## config.mk

```make
export PLATFORM = sky130hd
export DESIGN_NAME = mac_serial_sequencer
export DESIGN_NICKNAME = d
export VERILOG_FILES = /design/src/rtl/mac_pkg.sv /design/src/rtl/mac_piso.sv /design/src/rtl/mac_serial_sequencer.sv
export SDC_FILE = /design/constraint.sdc
export NUM_CORES = 1
export LEC_CHECK = 0
export CORE_MARGIN = 3
export CORE_UTILIZATION = 50
export DETAILED_ROUTE_END_ITERATION = 7
export PLACE_DENSITY = 0.77
export RECOVER_POWER = 50
export SLEW_MARGIN = 25
export SYNTH_ARGS = -nofsm -noshare
export SYNTH_HDL_FRONTEND = slang
export SYNTH_HIERARCHICAL = 1
export SYNTH_SLANG_ARGS = --single-unit
```

## constraint.sdc

```tcl
create_clock -name clock -period 2 [get_ports clock]
set_input_delay 0.4 -clock clock [delete_from_list [all_inputs] [get_ports clock]]
set_output_delay 0.4 -clock clock [all_outputs]
set_load 0.01 [all_outputs]
```

## src/rtl/mac_pkg.sv

```systemverilog
// Shared types and default widths for the serial MAC sequencer and its serializer.
package mac_pkg;

  localparam int unsigned OP_W_DEF  = 8;
  localparam int unsigned RES_W_DEF = 20;

  typedef enum logic [2:0] {
    IDLE,
    CLEAR,
    SHIFT,
    ISSUE,
    WAIT,
    CAPTURE,
    DRAIN,
    DONE
  } mac_seq_state_e;

  // {carry, result} word as it leaves the accumulator at default widths
  typedef struct packed {
    logic                 carry;
    logic [RES_W_DEF-1:0] res;
  } mac_word_t;

endpackage

```

## src/rtl/mac_piso.sv

```systemverilog
// Parallel-load, right-shift serializer; emits bit 0 first while shift_i is high.
module mac_piso
  import mac_pkg::*;
#(
  parameter int unsigned W = RES_W_DEF + 1
) (
  input  logic         clk_i,
  input  logic         rst_i,
  input  logic         load_i,
  input  logic         shift_i,
  input  logic [W-1:0] data_i,
  output logic         ser_o,
  output logic         valid_o
);

  logic [W-1:0] shreg_q, shreg_d;

  always_comb begin
    shreg_d = shreg_q;
    if (load_i) begin
      shreg_d = data_i;
    end else if (shift_i) begin
      shreg_d = shreg_q >> 1;
    end
  end

  always_ff @(posedge clk_i) begin
    if (rst_i) begin
      shreg_q <= '0;
    end else begin
      shreg_q <= shreg_d;
    end
  end

  // Serial line is held low whenever it is not carrying data.
  assign valid_o = shift_i;
  assign ser_o   = shift_i & shreg_q[0];

endmodule

```

## src/rtl/mac_serial_sequencer.sv

```systemverilog
// Serial-host controller for the 8x8 MAC datapath: clear, per-term load/issue/wait,
// then serialize {carry, result} and pulse finish.
module mac_serial_sequencer
  import mac_pkg::*;
#(
  parameter int unsigned OP_W    = OP_W_DEF,
  parameter int unsigned RES_W   = RES_W_DEF,
  parameter int unsigned TIMEOUT = 64,
  parameter int unsigned CNT_W   = 4
) (
  input  logic             clock,
  input  logic             reset,
  input  logic             start,
  input  logic [CNT_W-1:0] num_terms,
  input  logic             ser_a,
  input  logic             ser_b,
  output logic [OP_W-1:0]  op_a,
  output logic [OP_W-1:0]  op_b,
  output logic             acc_clear,
  output logic             mac_start,
  input  logic             mac_done,
  input  logic [RES_W-1:0] mac_res,
  input  logic             mac_carry,
  output logic             ser_out,
  output logic             ser_valid,
  output logic             busy,
  output logic             finish,
  output logic             err_timeout
);

  localparam int unsigned BitW = (OP_W > 1) ? $clog2(OP_W) : 1;
  localparam int unsigned DrnW = (RES_W > 0) ? $clog2(RES_W + 1) : 1;
  localparam int unsigned WdW  = (TIMEOUT > 1) ? $clog2(TIMEOUT) : 1;
  localparam int unsigned TrmW = CNT_W + 1;

  localparam logic [BitW-1:0] BitLast  = BitW'(OP_W - 1);
  localparam logic [DrnW-1:0] DrnLast  = DrnW'(RES_W);
  localparam logic [WdW-1:0]  WdLast   = WdW'(TIMEOUT - 1);
  localparam logic [TrmW-1:0] TermsMax = TrmW'(2 ** CNT_W);

  mac_seq_state_e  state_q, state_d;
  logic [BitW-1:0] bit_cnt_q, bit_cnt_d;
  logic [DrnW-1:0] drn_cnt_q, drn_cnt_d;
  logic [WdW-1:0]  wd_cnt_q, wd_cnt_d;
  logic [TrmW-1:0] term_rem_q, term_rem_d;
  logic [OP_W-1:0] op_a_q, op_a_d;
  logic [OP_W-1:0] op_b_q, op_b_d;
  logic            err_q, err_d;
  logic            piso_load, piso_shift;

  always_comb begin
    state_d    = state_q;
    bit_cnt_d  = bit_cnt_q;
    drn_cnt_d  = drn_cnt_q;
    wd_cnt_d   = wd_cnt_q;
    term_rem_d = term_rem_q;
    op_a_d     = op_a_q;
    op_b_d     = op_b_q;
    err_d      = 1'b0;
    piso_load  = 1'b0;
    piso_shift = 1'b0;

    unique case (state_q)
      IDLE: begin
        if (start) begin
          term_rem_d = (num_terms == '0) ? TermsMax : TrmW'(num_terms);
          state_d    = CLEAR;
        end
      end
      CLEAR: begin
        bit_cnt_d = '0;
        state_d   = SHIFT;
      end
      SHIFT: begin
        op_a_d    = OP_W'({ser_a, op_a_q} >> 1);
        op_b_d    = OP_W'({ser_b, op_b_q} >> 1);
        bit_cnt_d = bit_cnt_q + 1'b1;
        if (bit_cnt_q == BitLast) begin
          state_d = ISSUE;
        end
      end
      ISSUE: begin
        wd_cnt_d = '0;
        state_d  = WAIT;
      end
      WAIT: begin
        wd_cnt_d = wd_cnt_q + 1'b1;
        // Completion takes priority over a watchdog expiring on the same cycle.
        if (mac_done) begin
          term_rem_d = term_rem_q - 1'b1;
          bit_cnt_d  = '0;
          state_d    = (term_rem_d != '0) ? SHIFT : CAPTURE;
        end else if (wd_cnt_q == WdLast) begin
          err_d   = 1'b1;
          state_d = IDLE;
        end
      end
      CAPTURE: begin
        piso_load = 1'b1;
        drn_cnt_d = '0;
        state_d   = DRAIN;
      end
      DRAIN: begin
        piso_shift = 1'b1;
        drn_cnt_d  = drn_cnt_q + 1'b1;
        if (drn_cnt_q == DrnLast) begin
          state_d = DONE;
        end
      end
      DONE: begin
        state_d = IDLE;
      end
      default: begin
        state_d = IDLE;
      end
    endcase
  end

  always_ff @(posedge clock) begin
    if (reset) begin
      state_q    <= IDLE;
      bit_cnt_q  <= '0;
      drn_cnt_q  <= '0;
      wd_cnt_q   <= '0;
      term_rem_q <= '0;
      op_a_q     <= '0;
      op_b_q     <= '0;
      err_q      <= 1'b0;
    end else begin
      state_q    <= state_d;
      bit_cnt_q  <= bit_cnt_d;
      drn_cnt_q  <= drn_cnt_d;
      wd_cnt_q   <= wd_cnt_d;
      term_rem_q <= term_rem_d;
      op_a_q     <= op_a_d;
      op_b_q     <= op_b_d;
      err_q      <= err_d;
    end
  end

  mac_piso #(
    .W(RES_W + 1)
  ) u_piso (
    .clk_i  (clock),
    .rst_i  (reset),
    .load_i (piso_load),
    .shift_i(piso_shift),
    .data_i ({mac_carry, mac_res}),
    .ser_o  (ser_out),
    .valid_o(ser_valid)
  );

  assign op_a        = op_a_q;
  assign op_b        = op_b_q;
  assign acc_clear   = (state_q == CLEAR);
  assign mac_start   = (state_q == ISSUE);
  assign busy        = (state_q != IDLE);
  assign finish      = (state_q == DONE);
  assign err_timeout = err_q;

endmodule

```

==> flow_summary.yaml, run 1 <==
status:
  status: "finished clean"
pwr:
  power.leakage_nw: 1.33
  irDropWorstVdd_mv: 0.550
  power_density_nw_per_um2: 698
drt:
  avgRoutedWirePerCell_um: 13.9
  drtIter0Drc: 132
  met3_length_um: 399
  viasPerCell: 5.46
  final_antenna_net_count: 0
  routed_wl_um: 6440
  vias: 2534
  route.detailed.drc: 0
  top_layer_used: "met4"
  firstDrtPassIters: 4
  m1WireLength_um: 3000
  dr_wl_met2_um: 2920
floorplanning:
  die_x_um: 82.3
  rows: 27
  die_h_um: 82.3
  fp.coreArea_um2: 5570
  dieArea_um2: 6780
  initial_utilization_pct: 52.3
  ios: 54
yosys:
  ys_async_sr_fraction_pct: 0
  synth_edf_count: 0
  synthesis.instances: 330
  ys.flop_type: "dfxtp_1"
  yosys_warnings: 6
  synth_area_um2: 2910
  netlist-cell-type-count: 48
  avgSynthCellArea_um2: 8.83
  synth_nets: 368
  ys_ff_latch: 60
  seq_area_frac_synth_pct: 41.2
global_routing:
  grt_usage_pct: 20.2
  grt_max_degree: 30
  overflow: 0
  antenna_found_initial: 0
  grt_pass1_wl_um: 10600
  grt_pass1_vias: 2490
cells_and_area:
  final_common_cell: "dfxtp_1"
  final_cell_mix: "dfxtp_1, nand2_1, clkdlybuf4s50_1, a21oi_1"
  final_core_util_pct: 66.4
  drive_gt1_share_pct: 11.2
  final_cell_area_um2: 3700
  nets: 425
  area_growth_syn_to_layout_pct: 27.1
  diodes: 0
timing:
  holdWs_ns: 0.389
  period_minus_slack_ns: 1.86
  final.setup.worst_slack_ns: 0.139
  rsz0062_at_grt: "false"
  max_clock_freq_mhz: 537
  final.period_utilization_pct: 93.1
  slew_headroom_pct: 65.3
  maxSlewViolCount: 0
  final-setup-viol-count: 0
  clock-skew-final_ns: 0.00432
  report.final.hold_viol_count: 0
  setup_tns_ns: 0
  worst_pin_slew_ns: 0.519
hold_path:
  hold_path_class: "in -> reg"
critical_path:
  crit_type: "reg -> out"
  path_buf_inv: 2
  cp_cell_sequence: "buf_4, or3_1, dlygate4sd2_1"
  required_ns: 1.60
  slowest_stage: "or3_1"
  end_kind: "output port"
  critPathTopFamily: "buffers and inverters"
  max_stage_delay_ns: 0.36
  cp-start-kind: "flip-flop"
  cp_max_fo: 5
  critPathArrivalTime_ns: 1.46
clocking:
  ctsHoldBuffers: 0
  clk_pin_slew_ns: 0.07
  cts_buffers: 9
  max-clock-path-buffers: 2
  cts_max_level: 3
  cts-root-buf: "clkbuf_8"
  clock_sinks: 60
  cts_tree: "built"
  clk_latency_ns: 0.34
placement:
  io_buffers: 53
  placedInstanceArea_um2: 3490
  place.gp.congestion: 0.874
  hpwl_um: 4360
  pre_cts_ws_ns: 0.180
run:
  cap_viol_max_count: 0
-- where the power goes --
| group | internal [mW] | switching (mW) | leakage (nW) | total [mW] |
|---|---|---|---|---|
| clock network | 0.606 | 0.475 | 0.0983 | 1.08 |
| registers | 1.21 | 0.0183 | 0.485 | 1.23 |
| logic | 0.129 | 0.142 | 0.747 | 0.271 |
-- stage by stage --
step | power [mW] | cells
2_1_floorplan | 1.41 | 330
3_3_place_gp | 1.53 | 445
3_5_place_dp | 1.53 | 445
4_1_cts | 2.62 | 464
5_1_grt | 2.69 | 464
6_report | 2.58 | 464
-- sequential cells by signal, indices dropped and copies added, names as in the netlist --
| signal | flops |
|---|---|
| u_piso/shreg_q | 21 |
| term_rem_q | 5 |
| op_b | 8 |
| state_q | 3 |
| op_a | 8 |
| err_timeout | 1 |
| bit_cnt_q | 3 |
| drn_cnt_q | 5 |
| wd_cnt_q | 6 |
-- worst register-to-register path, stage by stage, from the launching register on --
cell,delay (ns)
dfxtp_1,0.42
inv_1,0.09
ha_1,0.21
or2_2,0.28
o31ai_2,0.33
a21oi_1,0.14
o41ai_2,0.27
-- cell families after synthesis --
family	count (synthesis)	share of synthesized area, %
xor gates and xnor gates	1	0.301
muxes	26	9.06
AOI/OAI and AO/OA	80	18.8
DFF	60	41.2
and+or+nand+nor	123	21.1
adders and majority gates	7	3.01
buffers and inverters	33	6.44
-- cell usage after synthesis, drive strengths merged (4+ instances only) --
library cell / count / area share [%]
a211oi: 21 / 5.6
nand2: 44 / 5.7
ha: 7 / 3.0
nor2b: 21 / 4.5
dfxtp: 60 / 41
a22oi: 4 / 1.0
inv: 10 / 1.3
nor2: 23 / 3.0
clkbuf: 10 / 1.3
a21oi: 32 / 5.6
nand3b: 6 / 1.5
or2: 4 / 0.86
buf: 13 / 3.9
o21ai: 6 / 1.0
nand3: 5 / 0.86
mux2i: 23 / 7.9
-- layer usage --
metal,GRT usage (%),vias up
li1,-,1282
met1,23.7,1172
met2,33.1,67
met3,5.64,13
met4,11.3,0
met5,0,-
-- worst paths after layout --
kind / cells after the start / slack [ns] / from / endpoint
worst max-delay path: 3 / 0.14 / state_q[2]$_SDFFE_PP0P_ / busy
worst max register to register: 6 / 0.17 / term_rem_q[0]$_SDFFE_PP0P_ / state_q[2]$_SDFFE_PP0P_
worst min register to register: 2 / 0.46 / op_a[0]$_SDFFE_PP0P_ / op_a[0]$_SDFFE_PP0P_
worst min-delay path: 2 / 0.39 / reset / term_rem_q[2]$_SDFFE_PP0P_
-- cell type report --
| type | count | area [µm²] |
|---|---|---|
| sequential | 60 | 1200 |
| clock buffer | 10 | 138 |
| inverter | 10 | 37.5 |
| timing repair buffer | 69 | 651 |
| tap | 72 | 90.1 |
| multi-input combinational | 237 | 1520 |
| fill | 481 | 1870 |
| clock inverter | 6 | 63.8 |
-- repair_timing --
item,CTS,global route
pin swaps,0,0
endpoints found under the setup margin,6,1
endpoints found under the hold margin,0,0
resized for setup,8,1
buffers inserted,3,0
(Power assumes the default switching activity.)
==> inputs of run 2 (changes only) <==
- TNS_END_PERCENT: not set -> 5
==> results of run 2 <==
The final DEF is identical to that of run 1; final timing and power are the same.
==> inputs of run 3 (changes only) <==
- CORE_MARGIN: 3 -> 2
- GPL_TIMING_DRIVEN: not set -> 1
==> run 3 against run 2 <==
Against the previous run: clock skew increased by 0.0045 ns; critical path depth did not move; final area shrank 1.6%; worst hold slack worse by 0.0014 ns; non-clock buffer count shrank 4; fmax decreased by 3.2%; critical path type unchanged.
==> flow_summary.yaml, run 3 (synthesized netlist as in run 1, its figures left out) <==
timing:
  period_minus_slack_ns: 1.92
  final-setup-viol-count: 0
  setup_tns_ns: 0
  holdWs_ns: 0.387
  rsz0062_at_grt: "false"
  report.final.hold_viol_count: 0
  slew_headroom_pct: 59.5
  clock-skew-final_ns: 0.00883
  max_clock_freq_mhz: 520
  final.period_utilization_pct: 96.1
  maxSlewViolCount: 0
  worst_pin_slew_ns: 0.606
run:
  cap_viol_max_count: 0
hold_path:
  hold_path_class: "in -> reg"
  hold-path-cell-count: 2
status:
  status: "finished clean"
drt:
  vias: 2527
  avgRoutedWirePerCell_um: 13.9
  viasPerCell: 5.49
  routed_wl_um: 6380
  firstDrtPassIters: 4
  drtIter0Drc: 84
  route.detailed.drc: 0
  final_antenna_net_count: 0
critical_path:
  worstRegToRegCells: 6
  required_ns: 1.60
  cp-start-kind: "flip-flop"
  path_buf_inv: 2
  cp_max_fo: 4
  cp_cell_sequence: "nand3b_1, inv_2, clkdlybuf4s50_1"
  crit_cells: 3
  critPathArrivalTime_ns: 1.52
  slowest_stage: "clkdlybuf4s50_1"
  crit_type: "reg -> out"
  max_stage_delay_ns: 0.56
  critPathTopFamily: "buffers and inverters"
  end_kind: "output port"
pwr:
  power_frac_comb_pct: 10.8
  clock_power_share_pct: 40.5
  p_switching_mw: 0.614
  irDropWorstVdd_mv: 0.512
  power_frac_seq_pct: 48.8
  switching_share_pct: 24.3
  power.leakage_nw: 1.29
  p_int_mw: 1.91
  power_density_nw_per_um2: 694
global_routing:
  grt_pass1_vias: 2333
  grt_usage_pct: 20.4
  overflow: 0
  grt_max_degree: 30
  grt_pass1_wl_um: 10400
  antenna_found_initial: 0
clocking:
  ctsHoldBuffers: 0
  cts-root-buf: "clkbuf_8"
  clock_sinks: 60
  cts_buffers: 9
  cts_max_level: 3
  max-clock-path-buffers: 2
  cts_tree: "built"
  clk_latency_ns: 0.33
  clk_pin_slew_ns: 0.06
floorplanning:
  rows: 27
  die_h_um: 80.3
  die_x_um: 80.3
  initial_utilization_pct: 52.3
  fp.coreArea_um2: 5570
  dieArea_um2: 6450
  ios: 54
cells_and_area:
  largest_register_ffs: 21
  diodes: 0
  drive_gt1_share_pct: 10.1
  seq_area_um2: 1200
  area_growth_syn_to_layout_pct: 25.0
  fillers: 498
  multiInputGateArea_um2: 1520
  final_core_util_pct: 65.3
  final_cell_mix: "dfxtp_1, nand2_1, clkdlybuf4s50_1, a21oi_1"
  nets: 421
  regMostFlops: "u_piso/shreg_q"
  final_cells: 460
  final_common_cell: "dfxtp_1"
placement:
  dp.cells: 443
  hpwl_um: 4350
  place.gp.congestion: 0.886
  io_buffers: 53
## run 3: cell count changes in the layout (fill, tap and decap cells not counted), sizes merged
cell / previous run / this run
dlygate4sd3: 3 / 5
buf: 14 / 11
clkdlybuf4s50: 43 / 42
clkinvlp: 2 / 1
dlymetal6s2s: 1 / 0
## run 3: final timing paths
path / end / startpoint / slack (ns)
hold reg to reg: op_a[0]$_SDFFE_PP0P_ / op_a[0]$_SDFFE_PP0P_ / 0.45
setup reg to reg: state_q[2]$_SDFFE_PP0P_ / term_rem_q[0]$_SDFFE_PP0P_ / 0.21
setup / recovery: ser_valid / state_q[0]$_SDFFE_PP0P_ / 0.08
hold / removal: term_rem_q[1]$_SDFFE_PP0P_ / reset / 0.39
## run 3: per-stage QoR
stage	area [µm²]	setup WS [ns]	power, mW
global route	3640	0.00728	2.62
detailed placement	3460	0.170	1.53
floorplan	2910	0.343	1.41
CTS	3650	0.0543	2.54
finish	3640	0.0773	2.53
global placement	3460	0.213	1.53
## run 3: metal layers
metal | routed length, µm | global-route usage, % | part of all wire, % | vias to the layer above
li1 | - | - | - | 1264
met1 | 2910 | 25.3 | 46 | 1188
met2 | 2980 | 33.3 | 47 | 65
met3 | 394 | 5.96 | 6.2 | 10
met4 | 100 | 7.80 | 1.6 | 0
met5 | 0 | 0 | 0 | -
## run 3: timing repair
action                                  CTS  global route
gates resized for setup                   7             0
endpoints found under the setup margin    6             0
buffers inserted                          1             0
## run 3: power by group through the flow
stage / combinational [mW] / clock [mW] / sequential (mW)
finish: 0.272 / 1.02 / 1.23
global placement: 0.273 / 0 / 1.26
CTS: 0.273 / 1.04 / 1.23
floorplan: 0.152 / 0 / 1.26
global route: 0.295 / 1.09 / 1.23
detailed placement: 0.275 / 0 / 1.26
## run 3: worst register-to-register path, delay by kind of cell (launching register included)
| family | cells | cell delay (ns) |
|---|---|---|
| adder cells (fa/ha/maj) | 1 | 0.21 |
| AO/OA/AOI/OAI | 3 | 0.71 |
| buffers and inverters | 1 | 0.09 |
| AND/OR/NAND/NOR | 1 | 0.28 |
| flip-flops | 1 | 0.42 |
## run 3: cell type report
class	instances	area share [%]
sequential	60	33.0
clock inverter	5	1.44
clock buffer	11	3.61
multi-input combinational	237	41.8
inverter	10	1.03
timing repair buffer	65	16.6
tap	72	2.47
==> RTL change, RTL diff (flow settings as in run 1) <==
Make the reset (`reset` and `rst_i`) asynchronous in 2 clocked blocks.
--- a/src/rtl/mac_piso.sv
+++ b/src/rtl/mac_piso.sv
@@ -24,7 +24,7 @@
     end
   end
 
-  always_ff @(posedge clk_i) begin
+  always_ff @(posedge clk_i or posedge rst_i) begin
     if (rst_i) begin
       shreg_q <= '0;
     end else begin
--- a/src/rtl/mac_serial_sequencer.sv
+++ b/src/rtl/mac_serial_sequencer.sv
@@ -116,7 +116,7 @@
     endcase
   end
 
-  always_ff @(posedge clock) begin
+  always_ff @(posedge clock or posedge reset) begin
     if (reset) begin
       state_q    <= IDLE;
       bit_cnt_q  <= '0;
Formal check against the unedited RTL: differs if reset is asserted again (counterexample within 4 cycles, from zero or initial values and one cycle with reset high); with reset held inactive, the same outputs for 10 cycles.
==> RTL change against run 1 <==
Critical path depth is 4 higher. Setup slack worse by 0.029 ns. Hold slack better by 0.12 ns. Wire length is 1.0% lower. Final cell count is 5.0% lower. Synthesized area is 6.0% higher. Count of clock-buffer cells in the layout is 1 lower. Final area is 6.5% higher. Register-to-register slack worse by 0.06 ns. First-iteration DRC count is 9.1% lower. Sequential cell count stayed put. Sequential share of layout area is 5.6 points higher. Synthesized cell count is 9.4% lower. Highest routed layer unchanged.
Power is not compared: it rests on default switching activity, and its combinational part moved more than twofold at a synthesized area within 25%.
==> RTL change: results (changes against run 1) <==
- The post-placement worst setup slack was 0.128 ns (-0.0514 ns).
- Hold Crit Endpoint: wd_cnt_q[5]
- The worst register-to-register path ends at state_q[1].
* Total Routing Usage GR: 0.192 (-0.0103)
* Half-perimeter wire length of the detailed placement result: 4420 um (+1.5%)
- Crit path capture type: register
- Result of the run: finished clean
- Instance area after placement: 3730 um^2 (+7.0%)
- DR WL/cell: 14.5 um (+4.1%)
- The sum of routed wire length over all layers came to 6370 um (-1.0%).
- Filler cell count: 444 (-7.7%)
- Actual slew at the worst max-slew pin: 1.11 ns (+0.588 ns)
- Reg-to-reg startpoint: term_rem_q[0]
- Largest driver fanout on the critical path: 6 (+1)
* Post-Synthesis Net Count: 337 (-8.4%)
- The worst-case register-to-register setup slack was 0.11 ns (-0.06 ns).
- Final period util: 0.945 (+0.0145)
* Main area contributors after synthesis: dfrtp_1 (49%), mux2i_1 (7.5%), mux2_2 (5.8%), nand2_1 (5.5%), o21ai_0 (4.1%)
- Biggest cell delay along the critical path: 0.42 ns (+0.06 ns)
* Clock tree skew after final layout: 0.0108 ns (+0.00649 ns)
- In this run the most critical hold path is launched from wd_cnt_q[5].
- The ratio of routed vias to standard cells was 5.39 (-1.2%).
- The worst hold slack after final layout came to 0.504 ns (+0.115 ns).
- The count of routing violations after the opening detailed-route iteration was 120 (-9.1%).
* Routing usage on met3: 0.0520 (-0.00439)
- Metal3 WL: 350 um (-12%)
## RTL change: area by class of cell
class                      count  area share
timing repair buffer          73       0.181
sequential                    60       0.381
clock inverter                 7      0.0194
multi-input combinational    210       0.354
tap                           72      0.0229
clock buffer                   9      0.0314
inverter                      10     0.00952
## RTL change: what timing repair did
action                                 4_1_cts  5_1_grt
buffers inserted                             1        0
gates resized for setup                     11        2
endpoints found under the hold margin        0        0
setup endpoints to repair                    6        2
pin swaps                                    1        0
## RTL change: cells by family (layout without fill, tap and decap cells)
| logic type | after synthesis | count (layout) | synth area share |
|---|---|---|---|
| adders and majority gates | 7 | 7 | 0.0284 |
| and+or+nand+nor | 92 | 92 | 0.148 |
| DFF | 60 | 60 | 0.486 |
| buffers and inverters | 29 | 99 | 0.0624 |
| muxes | 39 | 39 | 0.133 |
| AOI/OAI and AO/OA | 70 | 70 | 0.137 |
| xor gates and xnor gates | 2 | 2 | 0.00567 |
